## src/rtl/freq_mult_datapath.sv

```systemverilog
// ----------------------------------------------------------------------------
// FreqMultDP -- datapath of the digital frequency multiplier.
//
// Measures the period of the slow InFreq input in RefClk cycles and
// regenerates it as OutFreq, a square wave running at 2^n times the input
// frequency. The output half-period is exported as shiftduration. A separate
// controller uses init to restart the measurement.
//
// Ports
//   RefClk         in   1      reference clock, all logic on its rising edge
//   rst            in   1      asynchronous reset, active low
//   InFreq         in   1      slow input, asynchronous to RefClk
//   init           in   1      synchronous clear/restart, active high
//   n              in   3      multiplication exponent (OutFreq = InFreq*2^n)
//   OutFreq        out  1      multiplied square wave
//   shiftduration  out  CNT_W  output half-period = period >> (n+1)
// ----------------------------------------------------------------------------
module freq_mult_datapath #(
  parameter int CNT_W    = 16,
  parameter int SYNC_STG = 2
) (
  input  logic             RefClk,
  input  logic             rst,
  input  logic             InFreq,
  input  logic             init,
  input  logic [2:0]       n,
  output logic             OutFreq,
  output logic [CNT_W-1:0] shiftduration
);

  localparam logic [CNT_W-1:0] CNT_ONE = CNT_W'(1);
  localparam logic [CNT_W-1:0] CNT_MAX = {CNT_W{1'b1}};

  logic [SYNC_STG-1:0] sync_q, sync_d;
  logic                prev_q, prev_d;
  logic [CNT_W-1:0]    pc_q, pc_d;
  logic                armed_q, armed_d;
  logic [CNT_W-1:0]    sd_q, sd_d;
  logic [CNT_W-1:0]    oc_q, oc_d;
  logic                out_q, out_d;

  logic                rise;
  logic [CNT_W-1:0]    pcNext;
  logic [3:0]          shiftAmt;

  // Rising edge of the synchronised input, one cycle wide.
  assign rise = sync_q[SYNC_STG-1] & ~prev_q;

  // Saturating increment; it doubles as the captured period (pc+1), so a
  // stuck input reports the maximum count instead of wrapping to a tiny value.
  assign pcNext = (pc_q == CNT_MAX) ? CNT_MAX : (pc_q + CNT_ONE);

  // Half-period of the output is period / 2^(n+1); n+1 needs four bits.
  assign shiftAmt = {1'b0, n} + 4'd1;

  always_comb begin
    sync_d  = {sync_q[SYNC_STG-2:0], InFreq};
    prev_d  = sync_q[SYNC_STG-1];
    pc_d    = rise ? '0 : pcNext;
    armed_d = armed_q | rise;
    sd_d    = sd_q;
    oc_d    = oc_q;
    out_d   = out_q;

    // The first edge after a clear only starts the measurement window.
    if (rise && armed_q) begin
      sd_d = pcNext >> shiftAmt;
    end

    // Greater-or-equal compare: if shiftduration shrinks below the running
    // count the output still toggles on the next edge instead of wrapping.
    if (sd_q == '0) begin
      oc_d  = '0;
      out_d = 1'b0;
    end else if (oc_q >= (sd_q - CNT_ONE)) begin
      oc_d  = '0;
      out_d = ~out_q;
    end else begin
      oc_d  = oc_q + CNT_ONE;
    end

    // Restart overrides everything, including an edge seen in this cycle.
    if (init) begin
      sync_d  = '0;
      prev_d  = 1'b0;
      pc_d    = '0;
      armed_d = 1'b0;
      sd_d    = '0;
      oc_d    = '0;
      out_d   = 1'b0;
    end
  end

  always_ff @(posedge RefClk or negedge rst) begin
    if (!rst) begin
      sync_q  <= '0;
      prev_q  <= 1'b0;
      pc_q    <= '0;
      armed_q <= 1'b0;
      sd_q    <= '0;
      oc_q    <= '0;
      out_q   <= 1'b0;
    end else begin
      sync_q  <= sync_d;
      prev_q  <= prev_d;
      pc_q    <= pc_d;
      armed_q <= armed_d;
      sd_q    <= sd_d;
      oc_q    <= oc_d;
      out_q   <= out_d;
    end
  end

  assign OutFreq       = out_q;
  assign shiftduration = sd_q;

endmodule

```

## config.mk

```make
export PLATFORM = sky130hd
export DESIGN_NAME = freq_mult_datapath
export DESIGN_NICKNAME = d
export VERILOG_FILES = /design/src/rtl/freq_mult_datapath.sv
export SDC_FILE = /design/constraint.sdc
export NUM_CORES = 1
export LEC_CHECK = 0
export ABC_AREA = 1
export CORE_MARGIN = 10
export CORE_UTILIZATION = 50
export DETAILED_ROUTE_END_ITERATION = 10
export PLACE_DENSITY = 0.72
export SYNTH_ARGS = -nofsm -noshare
export SYNTH_HDL_FRONTEND = slang
export SYNTH_SLANG_ARGS = --single-unit
```

## constraint.sdc

```tcl
create_clock -name RefClk -period 3.5 [get_ports RefClk]
set_input_delay 0.875 -clock RefClk [delete_from_list [all_inputs] [get_ports RefClk]]
set_output_delay 0.875 -clock RefClk [all_outputs]
set_load 0.01 [all_outputs]
```

==> impl_results.md, run 1 <==
- Detailed Routing Iterations Pass 1: 4
- Crit path from: shiftduration[0]
- Path category of the worst min-delay check: register to register
- Routed met3 length: 354 µm
- Maximum fanout count along the critical path: 17
- Critical register-to-register path startpoint: shiftduration[0]
- Number of synthesized register bits: 52
- Number of buffer cells added on primary ports: 22
- DR vias: 3,416
- Switching share of power: 0.3284
- Total count of max-transition violations in the final report: 0
- Combined area of the multi-input logic cells: approximately 0.0021 mm²
- Wire length per cell after detailed routing: 13.44 µm
- Vertical die dimension: approximately 110 µm
- Logic depth of the worst register-to-register path: 19
- Number of instances on the worst hold path: 1
- Horizontal die dimension: around 110 µm
- Area of the core region: 0.007292 mm²
- Max-cap violation count: 0
- Pint: between 0.0008 and 0.0009 W
- Setup slack of the most critical reg-to-reg path: ~0.37 ns
- Final critical delay including setup and external delays: around 3.1 ns
- Inserted Clock Buffers: 5
- Net count after synthesis: approximately 550
- Worst Setup Start Kind: register
- Highest routed layer: met4
- Number of sinks on the clock net: 52
- Synth unique cells: 33
- Sequential standard cell area: between 0.001 and 0.0015 mm²
- Static leakage: between 2 and 2.5 nW
- Final setup violating endpoints: 0
- Final period util: 0.8942
- Sequential share of the synthesized area: 0.3456
- Combinational Power Share: 0.240
- CTS tree: done
- Clock tree skew after final layout: between 0.008 and 0.009 ns
- Maximum number of pins on one net before global-route repair: 34
- Cells after DPL: roughly 640
- Per-cell via count in the routed design: 5.296
- Total Die Area: about 0.011 mm²
- Routed length on met2: 4449 µm
- Initial drt markers: 102
- Initial cell density of the core: 0.5163
- # DRC: 0
- Number of placed I/O pins: 24
- Worst slew margin relative to its limit: 0.5065
- Total grt overflow: 0
- Number of fillers in the final layout: roughly 750
- Endpoint of the most critical register-to-register path: OutFreq
- Worst hold endpoint: oc_q[0]
- Nature of the critical path endpoint: register
- Total power per unit cell area: about 320 mW/mm²
- Clock power share: 0.270
- P_sw: 0.0004363 W
- Top cells by area, synth: sky130_fd_sc_hd__dfrtp_1 (35%), sky130_fd_sc_hd__nand2_1 (13%), sky130_fd_sc_hd__nand3_1 (11%), sky130_fd_sc_hd__ha_1 (6.3%), sky130_fd_sc_hd__inv_1 (6.0%)
- Data required time at the worst endpoint: between 3 and 4 ns
- Top cell type's share of synthesized area: 0.3456
- Peak supply drop: between 0.00015 and 0.0002 V
- Initial antenna violation count: 0
- Clock latency reported for the late side of the worst-skew pair: around 0.31 ns
- H-tree level count: 2
- Final core utilization: 0.5681
- Post-synthesis to final-layout area growth: 10.04%
- Max clock buf depth: 2
- Worst hold slack across all endpoints: around 0.48 ns
- # rows: 31
- Cell at the root of the clock tree: sky130_fd_sc_hd__clkbuf_8
- Count of warnings emitted by yosys: 0
- Register clock-pin slew on the reported worst setup and hold paths: approximately 0.10 ns
- Slew @ Worst Pin: 0.7403 ns
- Post-route ant nets: 0
- Final standard cell count with taps included and fillers excluded: 645
- Highest achievable clock rate: roughly 320 MHz
- Routed Wire Length: approximately 8700 µm
- Arrival time of data at the critical path endpoint: between 3 and 4 ns
- Cell count after synthesis: ~530
- Beginning of the worst hold path: oc_q[0]
- Outcome: complete, no violations
- Commonest non-fill, non-tap cell in the layout: sky130_fd_sc_hd__nand2_1
- Wire length of the first global-routing pass: approximately 15,000 µm
- Final hold violation count: 0
- Mean area per synthesized cell: ~7.2 µm²
- Top library cells by usage in the layout, fill and taps aside: sky130_fd_sc_hd__nand2_1 (130), sky130_fd_sc_hd__nand3_1 (82), sky130_fd_sc_hd__inv_1 (60)
- Total standard cell area after synthesis: about 0.0038 mm²
- Post-synth top area cell: sky130_fd_sc_hd__dfrtp_1
- Combined global-route utilization of all metal layers: 0.1569
- Via count of the first global-routing pass: approximately 3,400
- Routability Congestion: approximately 0.94
- Setup repair after global routing missed its margin: false
- Part of the total power dissipated in sequential elements: 0.489
- Wl on met1: 3673 µm
- Setup_tns: 0 ns
- Number of inserted diodes: 0
- Post-DP HPWL: 7046 µm
- Layout net count: around 570
- Layout cell share with drive strength beyond 1: 0.09524
- Worst Path Class, Setup: register to register
==> power by group through the flow <==
| stage | clock network (W) | registers (W) | logic (W) |
|---|---|---|---|
| global route | 0.000389 | 0.000655 | 0.000367 |
| finish | 0.000359 | 0.000650 | 0.000319 |
| global placement | 0 | 0.000661 | 0.000307 |
| floorplan | 0 | 0.000663 | 0.000217 |
| detailed placement | 0 | 0.000662 | 0.000321 |
| CTS | 0.000369 | 0.000650 | 0.000322 |
==> cell usage after synthesis <==
cell,number
sky130_fd_sc_hd__conb_1,1
sky130_fd_sc_hd__a31oi_1,2
sky130_fd_sc_hd__nand4_1,15
sky130_fd_sc_hd__nand2_4,1
sky130_fd_sc_hd__nor2_1,53
sky130_fd_sc_hd__o21ai_0,7
sky130_fd_sc_hd__nor3_1,7
sky130_fd_sc_hd__nand3b_1,1
sky130_fd_sc_hd__a21oi_1,16
sky130_fd_sc_hd__inv_2,4
sky130_fd_sc_hd__xor2_1,17
sky130_fd_sc_hd__clkbuf_1,2
sky130_fd_sc_hd__and2_0,1
sky130_fd_sc_hd__inv_1,60
sky130_fd_sc_hd__clkinv_2,1
sky130_fd_sc_hd__o21a_1,1
sky130_fd_sc_hd__nor3_2,2
sky130_fd_sc_hd__nand3_2,10
sky130_fd_sc_hd__buf_2,5
sky130_fd_sc_hd__buf_4,3
sky130_fd_sc_hd__nor2_2,7
sky130_fd_sc_hd__nand2_1,130
sky130_fd_sc_hd__ha_1,19
sky130_fd_sc_hd__dfrtp_1,52
sky130_fd_sc_hd__a21oi_2,1
sky130_fd_sc_hd__buf_6,3
sky130_fd_sc_hd__nand2_2,8
sky130_fd_sc_hd__o21bai_2,1
sky130_fd_sc_hd__o21ai_1,1
sky130_fd_sc_hd__nand3_1,82
sky130_fd_sc_hd__nor2_4,4
sky130_fd_sc_hd__o31ai_1,1
sky130_fd_sc_hd__xnor2_1,7
==> critical path: stages (launching register included) <==
cell and delay [ns]:
sky130_fd_sc_hd__dfrtp_1 0.42, sky130_fd_sc_hd__inv_1 0.10, sky130_fd_sc_hd__ha_1 0.19, sky130_fd_sc_hd__nand2_1 0.08, sky130_fd_sc_hd__nor2_2 0.14, sky130_fd_sc_hd__nand4_1 0.18
sky130_fd_sc_hd__nor2_1 0.14, sky130_fd_sc_hd__nand2_1 0.11, sky130_fd_sc_hd__nor2_2 0.14, sky130_fd_sc_hd__nand2_1 0.08, sky130_fd_sc_hd__xor2_1 0.15, sky130_fd_sc_hd__inv_1 0.06
sky130_fd_sc_hd__ha_1 0.29, sky130_fd_sc_hd__a31oi_1 0.18, sky130_fd_sc_hd__nand2_1 0.06, sky130_fd_sc_hd__a21oi_1 0.11, sky130_fd_sc_hd__and2_0 0.23, sky130_fd_sc_hd__nand3_4 0.22
sky130_fd_sc_hd__nand2_1 0.11, sky130_fd_sc_hd__nand2_1 0.05
==> final cells by class <==
type,count,share of cell area
Multi-Input combinational cell,395,0.5159
Sequential cell,52,0.3141
Timing Repair Buffer,26,0.05920
Inverter,65,0.05920
Tap cell,99,0.02990
Clock buffer,5,0.01661
Clock inverter,3,0.005134
==> per-layer routing <==
layer | track usage | vias to the layer above
met5 | 0 | -
met4 | 0.05609 | 0
met3 | 0.02874 | 16
met2 | 0.2910 | 49
met1 | 0.1742 | 1613
li1 | - | 1738
==> kinds of logic after synthesis <==
kind of cell | after synthesis | synth area share
simple gates | 321 | 0.4011
buf+inv | 78 | 0.08873
flops | 52 | 0.3456
compound gates | 30 | 0.04453
xor+xnor | 24 | 0.05583
fa+ha+maj | 19 | 0.06314
other cells | 1 | 0.0009961
==> sequential cells by signal, indices dropped and copies added (netlist names) <==
register,flops
pc_q,16
shiftduration,15
sync_q,2
prev_q,1
OutFreq,1
oc_q,16
armed_q,1
==> per-stage QoR <==
stage	total power [W]	setup slack, ns	area [µm²]
after detailed placement	0.0009827	0.2708	4045
after global placement	0.0009681	0.4620	4045
final	0.001329	0.3703	4143
after CTS	0.001341	0.2532	4135
after global routing	0.001410	0.006928	4143
after floorplan	0.0008792	0.6933	3765
==> timing repair <==
action,4_1_cts,5_1_grt
hold buffers,0,0
hold endpoints to repair,0,0
setup endpoints to repair,0,17
gates resized for setup,0,1
buffers inserted,0,0
==> worst max path at each step <==
stage                to  slack, ns  cells after the start
6_report        OutFreq       0.37                     19
5_1_grt         OutFreq      0.007                     19
4_1_cts        oc_q[14]       0.25                     18
3_5_place_dp    OutFreq       0.27                     19
3_3_place_gp    OutFreq       0.46                     19
2_1_floorplan  oc_q[10]       0.69                     19
(Power assumes the default switching activity.)
==> inputs of run 2 (changes only) <==
--- a/config.mk
+++ b/config.mk
@@ -7,9 +7,9 @@
 export LEC_CHECK = 0
 export ABC_AREA = 1
 export CORE_MARGIN = 10
-export CORE_UTILIZATION = 50
+export CORE_UTILIZATION = 55
 export DETAILED_ROUTE_END_ITERATION = 10
-export PLACE_DENSITY = 0.72
+export PLACE_DENSITY = 0.78
 export SYNTH_ARGS = -nofsm -noshare
 export SYNTH_HDL_FRONTEND = slang
 export SYNTH_SLANG_ARGS = --single-unit
==> run 2 against run 1 <==
Effect of this change:
- non-clock buffer count is 1 higher
- sequential cell count did not move
- via count shrank 0.15%
- sequential share of layout area rose by 0.067 points
- clock power decreased by 4%
- global-route usage rose by 1.1 points
==> impl_results.md, run 2 (same netlist as run 1, synthesis figures left out) <==
- Outcome: complete, no violations (unchanged)
- Post-DP HPWL: 6755 µm (was 7046 µm)
- Total grt overflow: 0 (unchanged)
- Wire length of the first global-routing pass: 14,440 µm (was 15,120 µm)
- Logic depth of the worst register-to-register path: 18 (was 19)
- Final critical delay including setup and external delays: 3.145 ns (was 3.130 ns)
- Horizontal die dimension: 102.7 µm (was 106.8 µm)
- Slew @ Worst Pin: 0.7845 ns (was 0.7403 ns)
- Number of placed I/O pins: 24 (unchanged)
- Worst Path Class, Setup: register to register (unchanged)
- Detailed Routing Iterations Pass 1: 5 (was 4)
- Wire length per cell after detailed routing: 13.46 µm (was 13.44 µm)
- Number of fillers in the final layout: 606 (was 749)
- Area of the core region: 0.006719 mm² (was 0.007292 mm²)
- Clock latency reported for the late side of the worst-skew pair: 0.31 ns (about the same)
- Max clock buf depth: 2 (unchanged)
- Final core utilization: 0.6153 (was 0.5681)
- Total Die Area: 0.01055 mm² (was 0.01140 mm²)
- Path category of the worst min-delay check: register to register (unchanged)
- Vertical die dimension: 102.7 µm (was 106.8 µm)
- Buffer count from post-CTS setup fixing: 0 (unchanged)
- Peak supply drop: 0.0001462 V (was 0.0001845 V)
- Post-CTS Hold Fix Bufs: 0 (unchanged)
- Inserted Clock Buffers: 5 (unchanged)
- Total power per unit cell area: 317.0 mW/mm² (was 320.7 mW/mm²)
- Final hold violation count: 0 (unchanged)
- # rows: 30 (was 31)
- Combined global-route utilization of all metal layers: 0.1677 (was 0.1569)
- Worst Setup Slack post-DPL: 0.2842 ns (was 0.2708 ns)
- Layout cell share with drive strength beyond 1: 0.09854 (was 0.09524)
- Max-cap violation count: 0 (unchanged)
- Total count of max-transition violations in the final report: 0 (unchanged)
- Commonest non-fill, non-tap cell in the layout: sky130_fd_sc_hd__nand2_1 (unchanged)
- Top library cells by usage in the layout, fill and taps aside: sky130_fd_sc_hd__nand2_1 (130), sky130_fd_sc_hd__nand3_1 (82), sky130_fd_sc_hd__inv_1 (60) (unchanged)
- Post-synthesis to final-layout area growth: 9.804% (was 10.04%)
- Clock tree skew after final layout: 0.01182 ns (was 0.008687 ns)
- Highest achievable clock rate: 318.0 MHz (was 319.5 MHz)
- Worst Setup Start Kind: register (unchanged)
- Data required time at the worst endpoint: 3.74 ns (was 3.72 ns)
- Register clock-pin slew on the reported worst setup and hold paths: 0.10 ns (about the same)
- Final setup violating endpoints: 0 (unchanged)
- Static leakage: 2.061 nW (was 2.047 nW)
- Initial drt markers: 138 (was 102)
- Number of sinks on the clock net: 52 (unchanged)
- Maximum fanout count along the critical path: 8 (was 17)
- Worst Slack Setup Final: 0.3550 ns (was 0.3703 ns)
- DR vias: 3,411 (was 3,416)
- Setup repair after global routing missed its margin: false (unchanged)
- Total of cells resized after clock tree synthesis: 0 (unchanged)
- Number of buffer cells added on primary ports: 22 (unchanged)
- # DRC: 0 (unchanged)
- CTS tree: done (unchanged)
- Number of inserted diodes: 0 (unchanged)
- Initial antenna violation count: 0 (unchanged)
- H-tree level count: 2 (unchanged)
- Number of instances on the worst hold path: 1 (unchanged)
- Worst slew margin relative to its limit: 0.4751 (was 0.5065)
- Via count of the first global-routing pass: 3,321 (was 3,374)
- Nature of the critical path endpoint: register (unchanged)
- Cell at the root of the clock tree: sky130_fd_sc_hd__clkbuf_8 (unchanged)
- Routed Wire Length: 8456 µm (was 8670 µm)
- Final standard cell count with taps included and fillers excluded: 628 (was 645)
- Per-cell via count in the routed design: 5.432 (was 5.296)
- Routability Congestion: 0.9175 (was 0.9353)
- Initial cell density of the core: 0.5603 (was 0.5163)
- Arrival time of data at the critical path endpoint: 3.38 ns (was 3.35 ns)
- Final period util: 0.8986 (was 0.8942)
- Cells after DPL: 619 (was 637)
- Post-route ant nets: 0 (unchanged)
- Setup_tns: 0 ns (unchanged)
- Maximum number of pins on one net before global-route repair: 34 (unchanged)
- Layout net count: 573 (was 571)
-- run 2: changes by cell type in the layout (fill, tap and decap cells not counted) --
cell,before,now
sky130_fd_sc_hd__clkinvlp_4,1,0
sky130_fd_sc_hd__inv_6,1,0
sky130_fd_sc_hd__clkinv_2,2,3
sky130_fd_sc_hd__clkinv_4,0,1
sky130_fd_sc_hd__and2_1,0,1
sky130_fd_sc_hd__and2_0,1,0
sky130_fd_sc_hd__buf_4,4,5
sky130_fd_sc_hd__nand3_2,9,10
-- run 2: critical path, stage by stage (launching register included) --
cell and delay (ns):
sky130_fd_sc_hd__dfrtp_1 0.43, sky130_fd_sc_hd__inv_1 0.09, sky130_fd_sc_hd__ha_1 0.19, sky130_fd_sc_hd__nand2_1 0.07, sky130_fd_sc_hd__nor2_2 0.13, sky130_fd_sc_hd__nand4_1 0.20
sky130_fd_sc_hd__nor2_1 0.14, sky130_fd_sc_hd__nand2_1 0.10, sky130_fd_sc_hd__nor2_2 0.12, sky130_fd_sc_hd__nand2_1 0.07, sky130_fd_sc_hd__xor2_1 0.14, sky130_fd_sc_hd__inv_1 0.06
sky130_fd_sc_hd__ha_1 0.29, sky130_fd_sc_hd__a31oi_1 0.20, sky130_fd_sc_hd__nand2_1 0.08, sky130_fd_sc_hd__a21oi_1 0.10, sky130_fd_sc_hd__and2_1 0.25, sky130_fd_sc_hd__nand3_2 0.24
sky130_fd_sc_hd__nor2_1 0.16
-- run 2: worst paths after layout --
check | from | end | slack (ns)
setup reg to reg | shiftduration[0] | oc_q[0] | 0.35
setup / recovery | shiftduration[0] | oc_q[0] | 0.35
max in group asynchronous | rst | shiftduration[0] | 2.13
min in group asynchronous | rst | oc_q[3] | 0.61
hold reg to reg | oc_q[0] | oc_q[0] | 0.47
hold / removal | oc_q[0] | oc_q[0] | 0.47
-- run 2: layout make-up --
cell class / count / area, µm² / share of cell area
Multi-Input combinational cell: 396 / 2147 / 0.5194
Clock buffer: 5 / 68.82 / 0.01665
Timing Repair Buffer: 27 / 252.7 / 0.06114
Inverter: 65 / 245.2 / 0.05932
Tap cell: 80 / 100.1 / 0.02421
Clock inverter: 3 / 18.77 / 0.004540
Sequential cell: 52 / 1301 / 0.3148
-- run 2: metrics by stage --
stage / power [W] / area, µm² / hold slack (ns)
after floorplan: 0.0008792 / 3765 / 0.4322
after global placement: 0.0009669 / 4029 / 0.4460
after detailed placement: 0.0009772 / 4029 / 0.4553
after CTS: 0.001325 / 4116 / 0.4692
after global routing: 0.001406 / 4134 / 0.4884
final: 0.001310 / 4134 / 0.4664
-- run 2: layer usage --
layer | GRT usage | routed length, µm
met5 | 0 | 0
met4 | 0.03743 | 96
met3 | 0.02949 | 363
met2 | 0.3140 | 4426
met1 | 0.1930 | 3570
-- run 2: where the power goes --
part | switching [W] | leakage (nW) | internal [W]
clock network | 0.000204 | 0.0479 | 0.000140
registers | 0.0000270 | 0.712 | 0.000624
logic | 0.000189 | 1.30 | 0.000127
==> inputs of run 3 (changes only) <==
--- a/config.mk
+++ b/config.mk
@@ -7,9 +7,9 @@
 export LEC_CHECK = 0
 export ABC_AREA = 1
 export CORE_MARGIN = 10
-export CORE_UTILIZATION = 55
+export CORE_UTILIZATION = 60
 export DETAILED_ROUTE_END_ITERATION = 10
-export PLACE_DENSITY = 0.78
+export PLACE_DENSITY = 0.84
 export SYNTH_ARGS = -nofsm -noshare
 export SYNTH_HDL_FRONTEND = slang
 export SYNTH_SLANG_ARGS = --single-unit
==> run 3 against run 2 <==
Effect of this change:
- worst hold slack improved by 0.0082 ns
- sequential share of layout area about the same
- utilization rose by 7.4 points
- sequential cell count is the same
- sequential power about the same
- cell count fell by 0.96%
- via count is 2.5% higher
- first-iteration DRC count is 87% higher
- global-route usage grew 0.55 points
- power up 3.4%
- cell area is essentially flat
==> impl_results.md, run 3 (same netlist as run 1, synthesis figures left out) <==
- Post-CTS Hold Fix Bufs: 0 (unchanged)
- Wire length of the first global-routing pass: 14,510 µm (was 14,440 µm)
- Number of sinks on the clock net: 52 (unchanged)
- Final setup violating endpoints: 0 (unchanged)
- Data required time at the worst endpoint: 3.72 ns (was 3.74 ns)
- Initial antenna violation count: 0 (unchanged)
- Worst Setup Start Kind: register (unchanged)
- H-tree level count: 2 (unchanged)
- Initial cell density of the core: 0.6284 (was 0.5603)
- Setup slack of the most critical reg-to-reg path: 0.38 ns (was 0.35 ns)
- Wire length per cell after detailed routing: 14.01 µm (was 13.46 µm)
- Critical register-to-register path startpoint: shiftduration[0] (unchanged)
- Part of the total power dissipated in sequential elements: 0.480 (was 0.496)
- Detailed Routing Iterations Pass 1: 4 (was 5)
- Highest achievable clock rate: 321.0 MHz (was 318.0 MHz)
- Number of placed I/O pins: 24 (unchanged)
- DR vias: 3,495 (was 3,411)
- Worst hold endpoint: oc_q[0] (unchanged)
- Arrival time of data at the critical path endpoint: 3.33 ns (was 3.38 ns)
- Worst Path Class, Setup: register to register (unchanged)
- Routed met3 length: 439 µm (was 363 µm)
- Wl on met1: 3780 µm (was 3570 µm)
- Final core utilization: 0.6896 (was 0.6153)
- Peak supply drop: 0.0001948 V (was 0.0001462 V)
- Final hold violation count: 0 (unchanged)
- Maximum number of pins on one net before global-route repair: 34 (unchanged)
- Commonest non-fill, non-tap cell in the layout: sky130_fd_sc_hd__nand2_1 (unchanged)
- Logic depth of the worst register-to-register path: 18 (unchanged)
- Highest routed layer: met4 (unchanged)
- Max clock buf depth: 2 (unchanged)
- Initial drt markers: 258 (was 138)
- Top library cells by usage in the layout, fill and taps aside: sky130_fd_sc_hd__nand2_1 (130), sky130_fd_sc_hd__nand3_1 (82), sky130_fd_sc_hd__inv_1 (60) (unchanged)
- Cell at the root of the clock tree: sky130_fd_sc_hd__clkbuf_8 (unchanged)
- Layout net count: 572 (was 573)
- Post-route ant nets: 0 (unchanged)
- Routed length on met2: 4290 µm (was 4426 µm)
- Outcome: complete, no violations (unchanged)
- CTS tree: done (unchanged)
- Vertical die dimension: 99.22 µm (was 102.7 µm)
- Endpoint of the most critical register-to-register path: oc_q[12] (was oc_q[0])
- Register clock-pin slew on the reported worst setup and hold paths: 0.11 ns (was 0.10 ns)
- Max-cap violation count: 0 (unchanged)
- Clock power share: 0.283 (was 0.262)
- Combinational Power Share: 0.237 (was 0.241)
- # DRC: 0 (unchanged)
- Setup repair after global routing missed its margin: false (unchanged)
- Area of the core region: 0.005991 mm² (was 0.006719 mm²)
- Final period util: 0.8902 (was 0.8986)
- Number of buffer cells added on primary ports: 22 (unchanged)
- Pint: 0.0009019 W (was 0.0008907 W)
- Final critical delay including setup and external delays: 3.116 ns (was 3.145 ns)
- Combined global-route utilization of all metal layers: 0.1732 (was 0.1677)
- Total grt overflow: 0 (unchanged)
- Post-DP HPWL: 6699 µm (was 6755 µm)
- Path category of the worst min-delay check: register to register (unchanged)
- P_sw: 0.0004529 W (was 0.0004196 W)
- Horizontal die dimension: 99.22 µm (was 102.7 µm)
- Maximum fanout count along the critical path: 8 (unchanged)
- Switching share of power: 0.3343 (was 0.3203)
- Beginning of the worst hold path: oc_q[0] (unchanged)
- Setup_tns: 0 ns (unchanged)
- Number of inserted diodes: 0 (unchanged)
- Total power per unit cell area: 327.9 mW/mm² (was 317.0 mW/mm²)
- Routed Wire Length: 8712 µm (was 8456 µm)
- Total Die Area: 0.009844 mm² (was 0.01055 mm²)
- Total count of max-transition violations in the final report: 0 (unchanged)
- # rows: 28 (was 30)
- Number of instances on the worst hold path: 1 (unchanged)
- Worst slew margin relative to its limit: 0.5111 (was 0.4751)
- Via count of the first global-routing pass: 3,307 (was 3,321)
- Clock latency reported for the late side of the worst-skew pair: 0.32 ns (was 0.31 ns)
- Inserted Clock Buffers: 5 (unchanged)
- Routability Congestion: 0.9323 (was 0.9175)
- Nature of the critical path endpoint: register (unchanged)
- Total power consumption of the routed design: 0.001355 W (was 0.001310 W)
- Layout cell share with drive strength beyond 1: 0.09872 (was 0.09854)
- Clock tree skew after final layout: 0.009568 ns (was 0.01182 ns)
- Slew @ Worst Pin: 0.7307 ns (was 0.7845 ns)
- Static leakage: 2.060 nW (was 2.061 nW)
- Per-cell via count in the routed design: 5.619 (was 5.432)
- Post-synthesis to final-layout area growth: 9.737% (was 9.804%)
- Number of fillers in the final layout: 500 (was 606)
## run 3: worst max path at each step
stage,slack (ns),startpoint,to
floorplan,0.69,shiftduration[0],oc_q[10]
global placement,0.49,shiftduration[0],OutFreq
detailed placement,0.28,shiftduration[0],OutFreq
CTS,0.24,shiftduration[0],OutFreq
global route,0.08,shiftduration[0],OutFreq
finish,0.38,shiftduration[0],oc_q[12]
## run 3: through the flow
stage | std cells | setup slack (ns) | cell area (µm²) | hold WS [ns]
after global placement | 613 | 0.4913 | 4015 | 0.4485
final | 622 | 0.3844 | 4131 | 0.4746
after detailed placement | 613 | 0.2844 | 4015 | 0.4538
after global routing | 622 | 0.08169 | 4131 | 0.4917
after CTS | 621 | 0.2428 | 4113 | 0.4688
after floorplan | 525 | 0.6933 | 3765 | 0.4322
## run 3: routing by layer
metal | track usage | up-vias
li1 | - | 1738
met1 | 0.2015 | 1625
met2 | 0.3036 | 110
met3 | 0.03322 | 22
met4 | 0.07056 | 0
met5 | 0 | -
## run 3: layout make-up
cell class | instances | area (µm²) | area share
Multi-Input combinational cell | 396 | 2148 | 0.5200
Sequential cell | 52 | 1301 | 0.3150
Timing Repair Buffer | 26 | 245.2 | 0.05936
Inverter | 65 | 245.2 | 0.05936
Tap cell | 75 | 93.84 | 0.02271
Clock buffer | 5 | 68.82 | 0.01666
Clock inverter | 3 | 28.78 | 0.006965
## run 3: repair_timing
item | in CTS | in global routing
gates resized for setup | 0 | 3
endpoints found under the setup margin | 0 | 17
buffers inserted | 0 | 0
## run 3: power groups by stage
stage | combinational, W | sequential [W] | clock (W)
6_report | 0.000321 | 0.000651 | 0.000383
3_3_place_gp | 0.000306 | 0.000661 | 0
3_5_place_dp | 0.000315 | 0.000662 | 0
2_1_floorplan | 0.000217 | 0.000663 | 0
4_1_cts | 0.000318 | 0.000650 | 0.000390
5_1_grt | 0.000366 | 0.000655 | 0.000413
## run 3: critical path, cell delays in order, from the launching register on
cell and delay (ns):
sky130_fd_sc_hd__dfrtp_1 0.43, sky130_fd_sc_hd__inv_1 0.10, sky130_fd_sc_hd__ha_1 0.19, sky130_fd_sc_hd__nand2_1 0.07
sky130_fd_sc_hd__nor2_2 0.13, sky130_fd_sc_hd__nand4_1 0.19, sky130_fd_sc_hd__nor2_1 0.14, sky130_fd_sc_hd__nand2_1 0.10
sky130_fd_sc_hd__nor2_2 0.13, sky130_fd_sc_hd__nand2_1 0.08, sky130_fd_sc_hd__xor2_1 0.13, sky130_fd_sc_hd__inv_1 0.06
sky130_fd_sc_hd__ha_1 0.30, sky130_fd_sc_hd__nand4_1 0.12, sky130_fd_sc_hd__nor3_1 0.23, sky130_fd_sc_hd__nand2_1 0.11
sky130_fd_sc_hd__and2_2 0.24, sky130_fd_sc_hd__nand3_2 0.19, sky130_fd_sc_hd__nor2_1 0.08
